<file path="config.mk">
export PLATFORM = sky130hd
export DESIGN_NAME = vec_acc
export DESIGN_NICKNAME = d
export VERILOG_FILES = /design/src/rtl/vec_acc.sv
export SDC_FILE = /design/constraint.sdc
export NUM_CORES = 1
export LEC_CHECK = 0
export CAP_MARGIN = 0
export CORE_AREA = 2 2 127 129
export DETAILED_ROUTE_END_ITERATION = 12
export DIE_AREA = 0 0 129 131
export GPL_TIMING_DRIVEN = 0
export PLACE_DENSITY = 0.56
export SLEW_MARGIN = 20
export SYNTH_ARGS = -nofsm -noshare
export SYNTH_HDL_FRONTEND = slang
export SYNTH_SLANG_ARGS = --single-unit
</file>
<file path="constraint.sdc">
create_clock -name clk -period 8.9 [get_ports clk]
set_input_delay 1.78 -clock clk [delete_from_list [all_inputs] [get_ports clk]]
set_output_delay 1.78 -clock clk [all_outputs]
set_load 0.03 [all_outputs]
</file>
<file path="src/rtl/vec_acc.sv">
// vec_acc: saturating accumulator that folds cfg_len partial sums from vec_mul
// into one result behind a valid/ready output register. Optional ReLU: VEC_ACC_RELU_EN.
module vec_acc #(
  parameter  int W_Y   = 18,
  parameter  int W_A   = 24,
  parameter  int N_MAX = 16,
  localparam int W_N   = $clog2(N_MAX + 1)
) (
  input  logic           clk,
  input  logic           rstn,
  input  logic [W_N-1:0] cfg_len,
  input  logic [W_Y-1:0] y_in,
  input  logic           y_valid,
  output logic           y_ready,
  output logic [W_A-1:0] acc_out,
  output logic           acc_sat,
  output logic           acc_valid,
  input  logic           acc_ready,
  output logic           drop_err
);

  typedef enum logic {ACC, FULL} state_t;

  localparam logic [W_A-1:0] ACC_MAX = {1'b0, {(W_A-1){1'b1}}};
  localparam logic [W_A-1:0] ACC_MIN = {1'b1, {(W_A-1){1'b0}}};

  state_t         state, next_state;
  logic [W_A-1:0] acc;
  logic           sat_q;
  logic [W_N-1:0] cnt;
  logic [W_N-1:0] len_q;

  logic                  accept;
  logic                  first;
  logic                  last;
  logic                  out_free;
  logic                  ovf;
  logic                  sat_new;
  logic [W_N-1:0]        len_clamp;
  logic [W_N-1:0]        len_eff;
  logic [W_N-1:0]        cnt_inc;
  logic signed [W_A:0]   sum_wide;
  logic [W_A-1:0]        sum_val;
  logic                  load_out;
  logic [W_A-1:0]        load_val;
  logic                  load_sat;

  function automatic logic [W_A-1:0] out_map(input logic [W_A-1:0] v);
`ifdef VEC_ACC_RELU_EN
    return v[W_A-1] ? '0 : v;
`else
    return v;
`endif
  endfunction

  // Datapath: one extra bit catches overflow; differing top bits mean it left range.
  always_comb begin
    accept    = y_valid && (state == ACC);
    first     = (cnt == '0);
    out_free  = !acc_valid || acc_ready;
    len_clamp = (cfg_len == '0)           ? W_N'(1)     :
                (cfg_len > W_N'(N_MAX))   ? W_N'(N_MAX) : cfg_len;
    len_eff   = first ? len_clamp : len_q;
    cnt_inc   = cnt + 1'b1;
    last      = (cnt_inc == len_eff);
    sum_wide  = (W_A+1)'($signed(acc)) + (W_A+1)'($signed(y_in));
    ovf       = 1'b0;
    if (first) begin
      sum_val = W_A'($signed(y_in));
    end else if (sum_wide[W_A] != sum_wide[W_A-1]) begin
      ovf     = 1'b1;
      sum_val = sum_wide[W_A] ? ACC_MIN : ACC_MAX;
    end else begin
      sum_val = sum_wide[W_A-1:0];
    end
    sat_new = !first && (sat_q || ovf);
  end

  // NOTE: every output gets a default first so no path leaves it unassigned (no latch).
  always_comb begin
    next_state = state;
    y_ready    = 1'b0;
    load_out   = 1'b0;
    load_val   = acc;
    load_sat   = sat_q;
    unique case (state)
      ACC: begin
        y_ready = 1'b1;
        if (accept && last) begin
          if (out_free) begin
            load_out = 1'b1;
            load_val = sum_val;
            load_sat = sat_new;
          end else begin
            next_state = FULL;
          end
        end
      end
      FULL: begin
        if (acc_valid && acc_ready) begin
          load_out   = 1'b1;
          next_state = ACC;
        end
      end
      default: next_state = ACC;
    endcase
  end

  // NOTE: sequential state uses non-blocking assignments so all registers update together.
  always_ff @(posedge clk) begin
    if (!rstn) state <= ACC;
    else       state <= next_state;
  end

  always_ff @(posedge clk) begin
    if (!rstn) begin
      acc       <= '0;
      sat_q     <= 1'b0;
      cnt       <= '0;
      len_q     <= '0;
      acc_out   <= '0;
      acc_sat   <= 1'b0;
      acc_valid <= 1'b0;
      drop_err  <= 1'b0;
    end else begin
      if (accept) begin
        acc   <= sum_val;
        sat_q <= sat_new;
        if (first) len_q <= len_clamp;
        cnt <= (last && out_free) ? '0 : cnt_inc;
      end
      if (state == FULL && load_out) cnt <= '0;

      if (load_out) begin
        acc_out   <= out_map(load_val);
        acc_sat   <= load_sat;
        acc_valid <= 1'b1;
      end else if (acc_ready) begin
        acc_valid <= 1'b0;
      end

      // vec_mul cannot stall, so a partial offered while busy is lost for good.
      if (y_valid && !y_ready) drop_err <= 1'b1;
    end
  end

endmodule

</file>
==> results of run 1 <==
==> placed cells by master, fill, tap and decap left out, drive strengths merged, types with 6 or more instances in the layout <==
master | Yosys | routed
clkbuf | 19 | 31
inv | 13 | 13
clkdlybuf4s50 | 0 | 54
dfxtp | 63 | 63
nand3 | 19 | 19
nand4 | 6 | 6
xnor2 | 17 | 17
a21oi | 50 | 50
nor3 | 10 | 10
mux2 | 16 | 16
mux2i | 15 | 15
o21ai | 52 | 52
xor2 | 12 | 12
buf | 14 | 14
nor2b | 7 | 7
a21o | 12 | 12
a211oi | 6 | 6
nand2 | 59 | 59
ha | 26 | 26
a31oi | 19 | 19
nor2 | 39 | 39
==> per-layer routing <==
layer | global-route usage, % | vias to the layer above
li1 | - | 2174
met2 | 29.8 | 150
met5 | 0 | -
met1 | 24.5 | 2208
met3 | 4.23 | 31
met4 | 6.33 | 0
==> critical path, stage by stage <==
cell,delay [ns]
clkdlybuf4s50_1,0.57
ha_1,0.47
a2111oi_2,0.39
o21ai_1,0.14
a41o_1,0.27
a221o_1,0.37
xor2_1,0.25
o21ai_1,0.35
nand3_2,0.24
o221a_1,0.33
==> per-stage QoR <==
step	hold slack, ns	utilization [%]	total power [W]	area [um^2]
4_1_cts	0.457	36.3	0.00106	5670
6_report	0.454	36.3	0.00106	5670
5_1_grt	0.474	36.3	0.00111	5670
3_3_place_gp	0.446	34.4	0.000693	5370
2_1_floorplan	0.436	-	0.000586	4560
3_5_place_dp	0.450	34.4	0.000699	5370
==> area by class of cell <==
cell class | count | area [um^2] | area share (%)
clock buffer | 12 | 256 | 4.53
inverter | 13 | 48.8 | 0.861
clock inverter | 3 | 42.5 | 0.751
buffer | 33 | 163 | 2.87
tap | 216 | 270 | 4.77
multi-input combinational | 442 | 3090 | 54.4
timing repair buffer | 54 | 541 | 9.54
sequential | 63 | 1260 | 22.3
==> final timing paths <==
path | start | to | slack [ns] | depth (start not counted)
setup / recovery | y_in[17] | acc_out[1]$_SDFFE_PN0P_ | 3.97 | 10
hold / removal | len_q[1]$_SDFFE_PN0P_ | len_q[1]$_SDFFE_PN0P_ | 0.45 | 2
setup reg to reg | acc[11]$_SDFFE_PN0P_ | acc_out[1]$_SDFFE_PN0P_ | 5.69 | 10
hold reg to reg | len_q[1]$_SDFFE_PN0P_ | len_q[1]$_SDFFE_PN0P_ | 0.45 | 2
==> registers in the layout, indices dropped and copies added (netlist names), 5 cells and up <==
signal   count
acc         24
acc_out     24
cnt          5
len_q        5
==> report_power, final <==
group | internal, W | leakage, nW | switching [W]
logic | 0.000142 | 1.66 | 0.000234
clock network | 0.000230 | 0.145 | 0.000131
registers | 0.000306 | 0.516 | 0.0000175
total | 0.000678 | 2.32 | 0.000383
==> cells by family after synthesis <==
| kind of cell | count (synthesis) |
|---|---|
| compound gates | 191 |
| simple gates | 163 |
| flops | 63 |
| buf+inv | 46 |
| mux | 31 |
| xor+xnor | 29 |
| fa+ha+maj | 28 |
==> results.yml, run 1 <==
timing:
  finalCriticalPeriod_ns: 4.93
  worstMarginPinSlew_ns: 0.813
  fin_ws_ns: 3.97
  slew_headroom_pct: 45.8
  finClkSkew_ns: 0.00851
  fin_tns_setup_ns: 0
  maxSlewViolCount: 0
  setup-violations-final: 0
  fmax_mhz: 203
  post-route-period-util_pct: 55.4
  finalHoldViolCount: 0
  rsz0062_at_grt: "false"
die:
  die_width_um: 129
  die-area_mm2: 0.0169
  ios: 55
  start_util_pct: 29.2
  placementRows: 46
  fp.coreArea_mm2: 0.0156
  die_y_um: 131
layout:
  drive_gt1_share_pct: 11.5
  syn2layout_area_growth_pct: 24.3
  layout.cells.non_filler: 836
  nNetsFinal: 670
  num_antenna_cells: 0
  fill_cells: 1592
synthesis:
  synthAdderAreaFrac_pct: 7.80
  synth.ff_latch_count: 63
  synth_edf_count: 0
  ys_seq_area_share_pct: 27.7
  yosys_warnings: 0
  synth_nets: 605
  muxShareOfSynthArea_pct: 7.25
  synth_area_per_cell_um2: 8.27
  ys_top_cells_by_area: "dfxtp_1 (28%), ha_1 (7.1%), a21oi_1 (5.3%)"
  synth_top_area_share_pct: 27.7
  yosysUniqueCellTypes: 74
  ys.flop_type: "dfxtp_1"
  synthCells: 551
  synthArstFlopShare_pct: 0
  synth_top_family_by_area: "compound AO/OA/AOI/OAI gates"
  yosys.area_share.simple_pct: 18.2
  synthTopCellsByCount: "dfxtp_1 (63), nand2_1 (58), a21oi_1 (48), o21ai_0 (39), nor2_1 (38)"
  yosysTopAreaCell: "dfxtp_1"
  synth_compound_gate_area_share_pct: 28.4
  synthXorXnorAreaFrac_pct: 5.98
  synth_area_mm2: 0.00456
  synth_most_common_cell: "dfxtp_1"
worst_setup_path:
  critPathKind: "in -> reg"
  worst_setup_path_start_kind: "input port"
  worst-path-max-fanout: 8
  cp.arrival_ns: 5.16
  endpoint_kind: "flop"
  required_ns: 9.13
global_routing:
  grt_start_max_net_pins: 11
  antenna_found_initial: 0
  grt_first_pass_wirelength_um: 23700
  grt_pass1_vias: 4316
  grt.total_usage_pct: 18.5
  grt_overflow_total: 0
clocking:
  ctsHoldBuffers: 0
  cts_sinks: 63
  post_cts_buffers: 0
  clk-insertion-delay-late_ns: 0.34
  clk_pin_slew_worst_paths_ns: 0.05
  clock_path_buffers: 2
  ctsResizeCount: 0
  root_buffer: "clkbuf_16"
  cts_buffers: 9
  cts_tree: "done"
  h-tree-depth: 3
status:
  status: "complete, no violations"
drt:
  antenna_left: 0
  wire_per_inst_um: 18.5
  m1WireLength_um: 7020
  drtIter0Drc: 373
  via_per_inst: 5.46
  drt-pass1-iter-count: 5
  drt_wl_total_um: 15500
  drc: 0
  wl_met3_um: 1000
  vias: 4563
  wl_met2_um: 7070
  top_layer: "met4"
pwr:
  leakagePower_nw: 2.32
  power.density_mw_per_mm2: 187
  peakVddDrop_uv: 95.3
placed_design:
  dp.cells: 821
  routabilityCongestion: 0.921
  dp_hpwl_um: 11500
  place_ws_ns: 3.61
  io_buffers: 54
flow_run:
  drv_cap: 0
worst_hold_path:
  worstHoldPathType: "reg -> reg"
No activity file was read; power rests on OpenSTA's default activity.
==> run 2, diff against run 1 <==
==> constraint.sdc (replaced) <==
create_clock -name clk -period 5.1 [get_ports clk]
set_input_delay 1.02 -clock clk [delete_from_list [all_inputs] [get_ports clk]]
set_output_delay 1.02 -clock clk [all_outputs]
set_load 0.03 [all_outputs]
==> results of run 2 <==
Same layout as run 1 (identical final DEF). Status: complete, no violations.
Among the figures that moved: setup slack after placement 3.61 ns -> 0.571 ns; setup slack after layout 3.97 ns -> 0.926 ns; register-to-register setup slack 5.69 ns -> 1.89 ns; total power 0.00106 W -> 0.00185 W; worst IR drop on VDD 95.3 uV -> 166 uV
==> run 3, diff against run 2 <==
--- a/config.mk
+++ b/config.mk
@@ -10,7 +10,7 @@
 export DETAILED_ROUTE_END_ITERATION = 12
 export DIE_AREA = 0 0 129 131
 export GPL_TIMING_DRIVEN = 0
-export PLACE_DENSITY = 0.56
+export PLACE_DENSITY = 0.57
 export SLEW_MARGIN = 20
 export SYNTH_ARGS = -nofsm -noshare
 export SYNTH_HDL_FRONTEND = slang
==> constraint.sdc (replaced) <==
create_clock -name clk -period 3.7 [get_ports clk]
set_input_delay 0.74 -clock clk [delete_from_list [all_inputs] [get_ports clk]]
set_output_delay 0.74 -clock clk [all_outputs]
set_load 0.03 [all_outputs]
==> results.yml, run 3 (synthesis results as in run 1) <==
status:
  status: "complete, no violations"
clocking:
  clk-insertion-delay-late_ns: 0.34
  h-tree-depth: 3
  cts_sinks: 63
  clock_path_buffers: 2
  cts_tree: "done"
  cts_buffers: 9
  clk_pin_slew_worst_paths_ns: 0.06
  root_buffer: "clkbuf_16"
placed_design:
  dp_hpwl_um: 11500
  routabilityCongestion: 0.918
  dp.cells: 821
  dpl-instance-area_mm2: 0.00537
  io_buffers: 54
worst_setup_path:
  critPathKind: "in -> reg"
  endpoint_kind: "flop"
  cp_cell_sequence: "clkdlybuf4s50_1 -> ha_1 -> buf_2 -> a2111oi_2 -> o21ai_1 -> and3_1 -> o311a_4 -> o211ai_4 -> nand2_1 -> maj3_1 -> o211a_1"
  required_ns: 3.94
  worst_setup_path_start_kind: "input port"
  cp.arrival_ns: 3.85
  critPathSlowestCell: "clkdlybuf4s50_1"
  worst-path-max-fanout: 9
  cp_top_family: "compound AO/OA/AOI/OAI gates"
  max_stage_delay_ns: 0.44
  cp.buffers_inverters: 2
pwr:
  leakagePower_nw: 2.32
  power_w: 0.00249
  peakVddDrop_uv: 238
  power.density_mw_per_mm2: 437
layout:
  post-route-util_pct: 36.6
  layout.cells.non_filler: 835
  layout_common_cells: "dfxtp_1 (63), nand2_1 (58), clkdlybuf4s50_1 (53)"
  stdcell_area_mm2: 0.00571
  register_area_mm2: 0.00126
  fill_cells: 1601
  drive_gt1_share_pct: 12.6
  num_antenna_cells: 0
  layout_commonest_cell: "dfxtp_1"
  top_regs: "acc (24), acc_out (24)"
  syn2layout_area_growth_pct: 25.3
  multi_input_area_mm2: 0.00314
  nNetsFinal: 671
worst_hold_path:
  worstHoldPathType: "reg -> reg"
drt:
  vias: 4619
  drt-pass1-iter-count: 5
  drtIter0Drc: 293
  via_per_inst: 5.53
  drc: 0
  drt_wl_total_um: 15500
  antenna_left: 0
  wire_per_inst_um: 18.6
timing:
  finalHoldViolCount: 0
  fmax_mhz: 276
  setup-violations-final: 0
  finalCriticalPeriod_ns: 3.62
  finClkSkew_ns: 0.00940
  post-route-period-util_pct: 97.8
  worstMarginPinSlew_ns: 0.841
  slew_headroom_pct: 43.9
  fin_tns_setup_ns: 0
  maxSlewViolCount: 0
  rsz0062_at_grt: "true"
die:
  die_width_um: 129
  placementRows: 46
  die_y_um: 131
  ios: 55
  start_util_pct: 29.2
  die-area_mm2: 0.0169
  fp.coreArea_mm2: 0.0156
global_routing:
  grt.total_usage_pct: 18.6
  grt_overflow_total: 0
  grt_first_pass_wirelength_um: 23900
  antenna_found_initial: 0
  grt_start_max_net_pins: 11
  grt_pass1_vias: 4438
flow_run:
  drv_cap: 0
run 3: power breakdown:
| group | leakage (nW) | internal, W | switching, W |
|---|---|---|---|
| Clock | 0.127 | 0.000458 | 0.000307 |
| Combinational | 1.68 | 0.000371 | 0.000579 |
| Sequential | 0.516 | 0.000736 | 0.0000431 |
run 3: final cells by class:
class | count | share of cell area (%)
inverters | 13 | 0.855
well taps | 216 | 4.73
multi-input cells | 442 | 55.0
repair buffers | 56 | 9.95
clock inverters | 2 | 0.175
flip-flops and latches | 63 | 22.1
plain buffers | 32 | 2.94
clock buffers | 11 | 4.25
run 3: timing repair:
action | in CTS | in global routing
gates cloned | 0 | 0
hold buffers | 0 | 0
pin swaps | 1 | 4
buffers inserted | 0 | 2
gates resized for setup | 6 | 10
setup endpoints to repair | 38 | 26
run 3: worst register-to-register path, stage by stage, from the launching register on:
cell,delay (ns)
dfxtp_1,0.32
ha_1,0.26
buf_2,0.18
a2111oi_2,0.36
o21ai_1,0.10
and3_1,0.22
o311a_4,0.36
o211ai_4,0.36
nand2_1,0.19
maj3_1,0.39
o211a_1,0.22
run 3: path summary, 6_finish.rpt:
path                          from               endpoint  slack (ns)  depth (start not counted)
max reg2reg   acc[11]$_SDFFE_PN0P_    acc[9]$_SDFFE_PN0P_        0.63                         10
min          len_q[2]$_SDFFE_PN0P_  len_q[2]$_SDFFE_PN0P_        0.46                          2
max                       y_in[11]    acc[9]$_SDFFE_PN0P_        0.08                         11
min reg2reg  len_q[2]$_SDFFE_PN0P_  len_q[2]$_SDFFE_PN0P_        0.46                          2
run 3: per-layer routing:
metal  track usage, %  wire [um]  vias up
met4             7.23        424        0
met1             24.6       7030     2212
met2             29.7       7060      191
li1                 -          -     2186
met5                0          0        -
met3             4.03       1020       30
run 3: through the flow:
step                      hold WS (ns)  worst slack, ns
after floorplan                  0.436            0.547
after global placement           0.441           -0.537
after detailed placement         0.454           -0.560
after CTS                        0.461           0.0744
after global routing             0.475          -0.0528
final                            0.458           0.0828
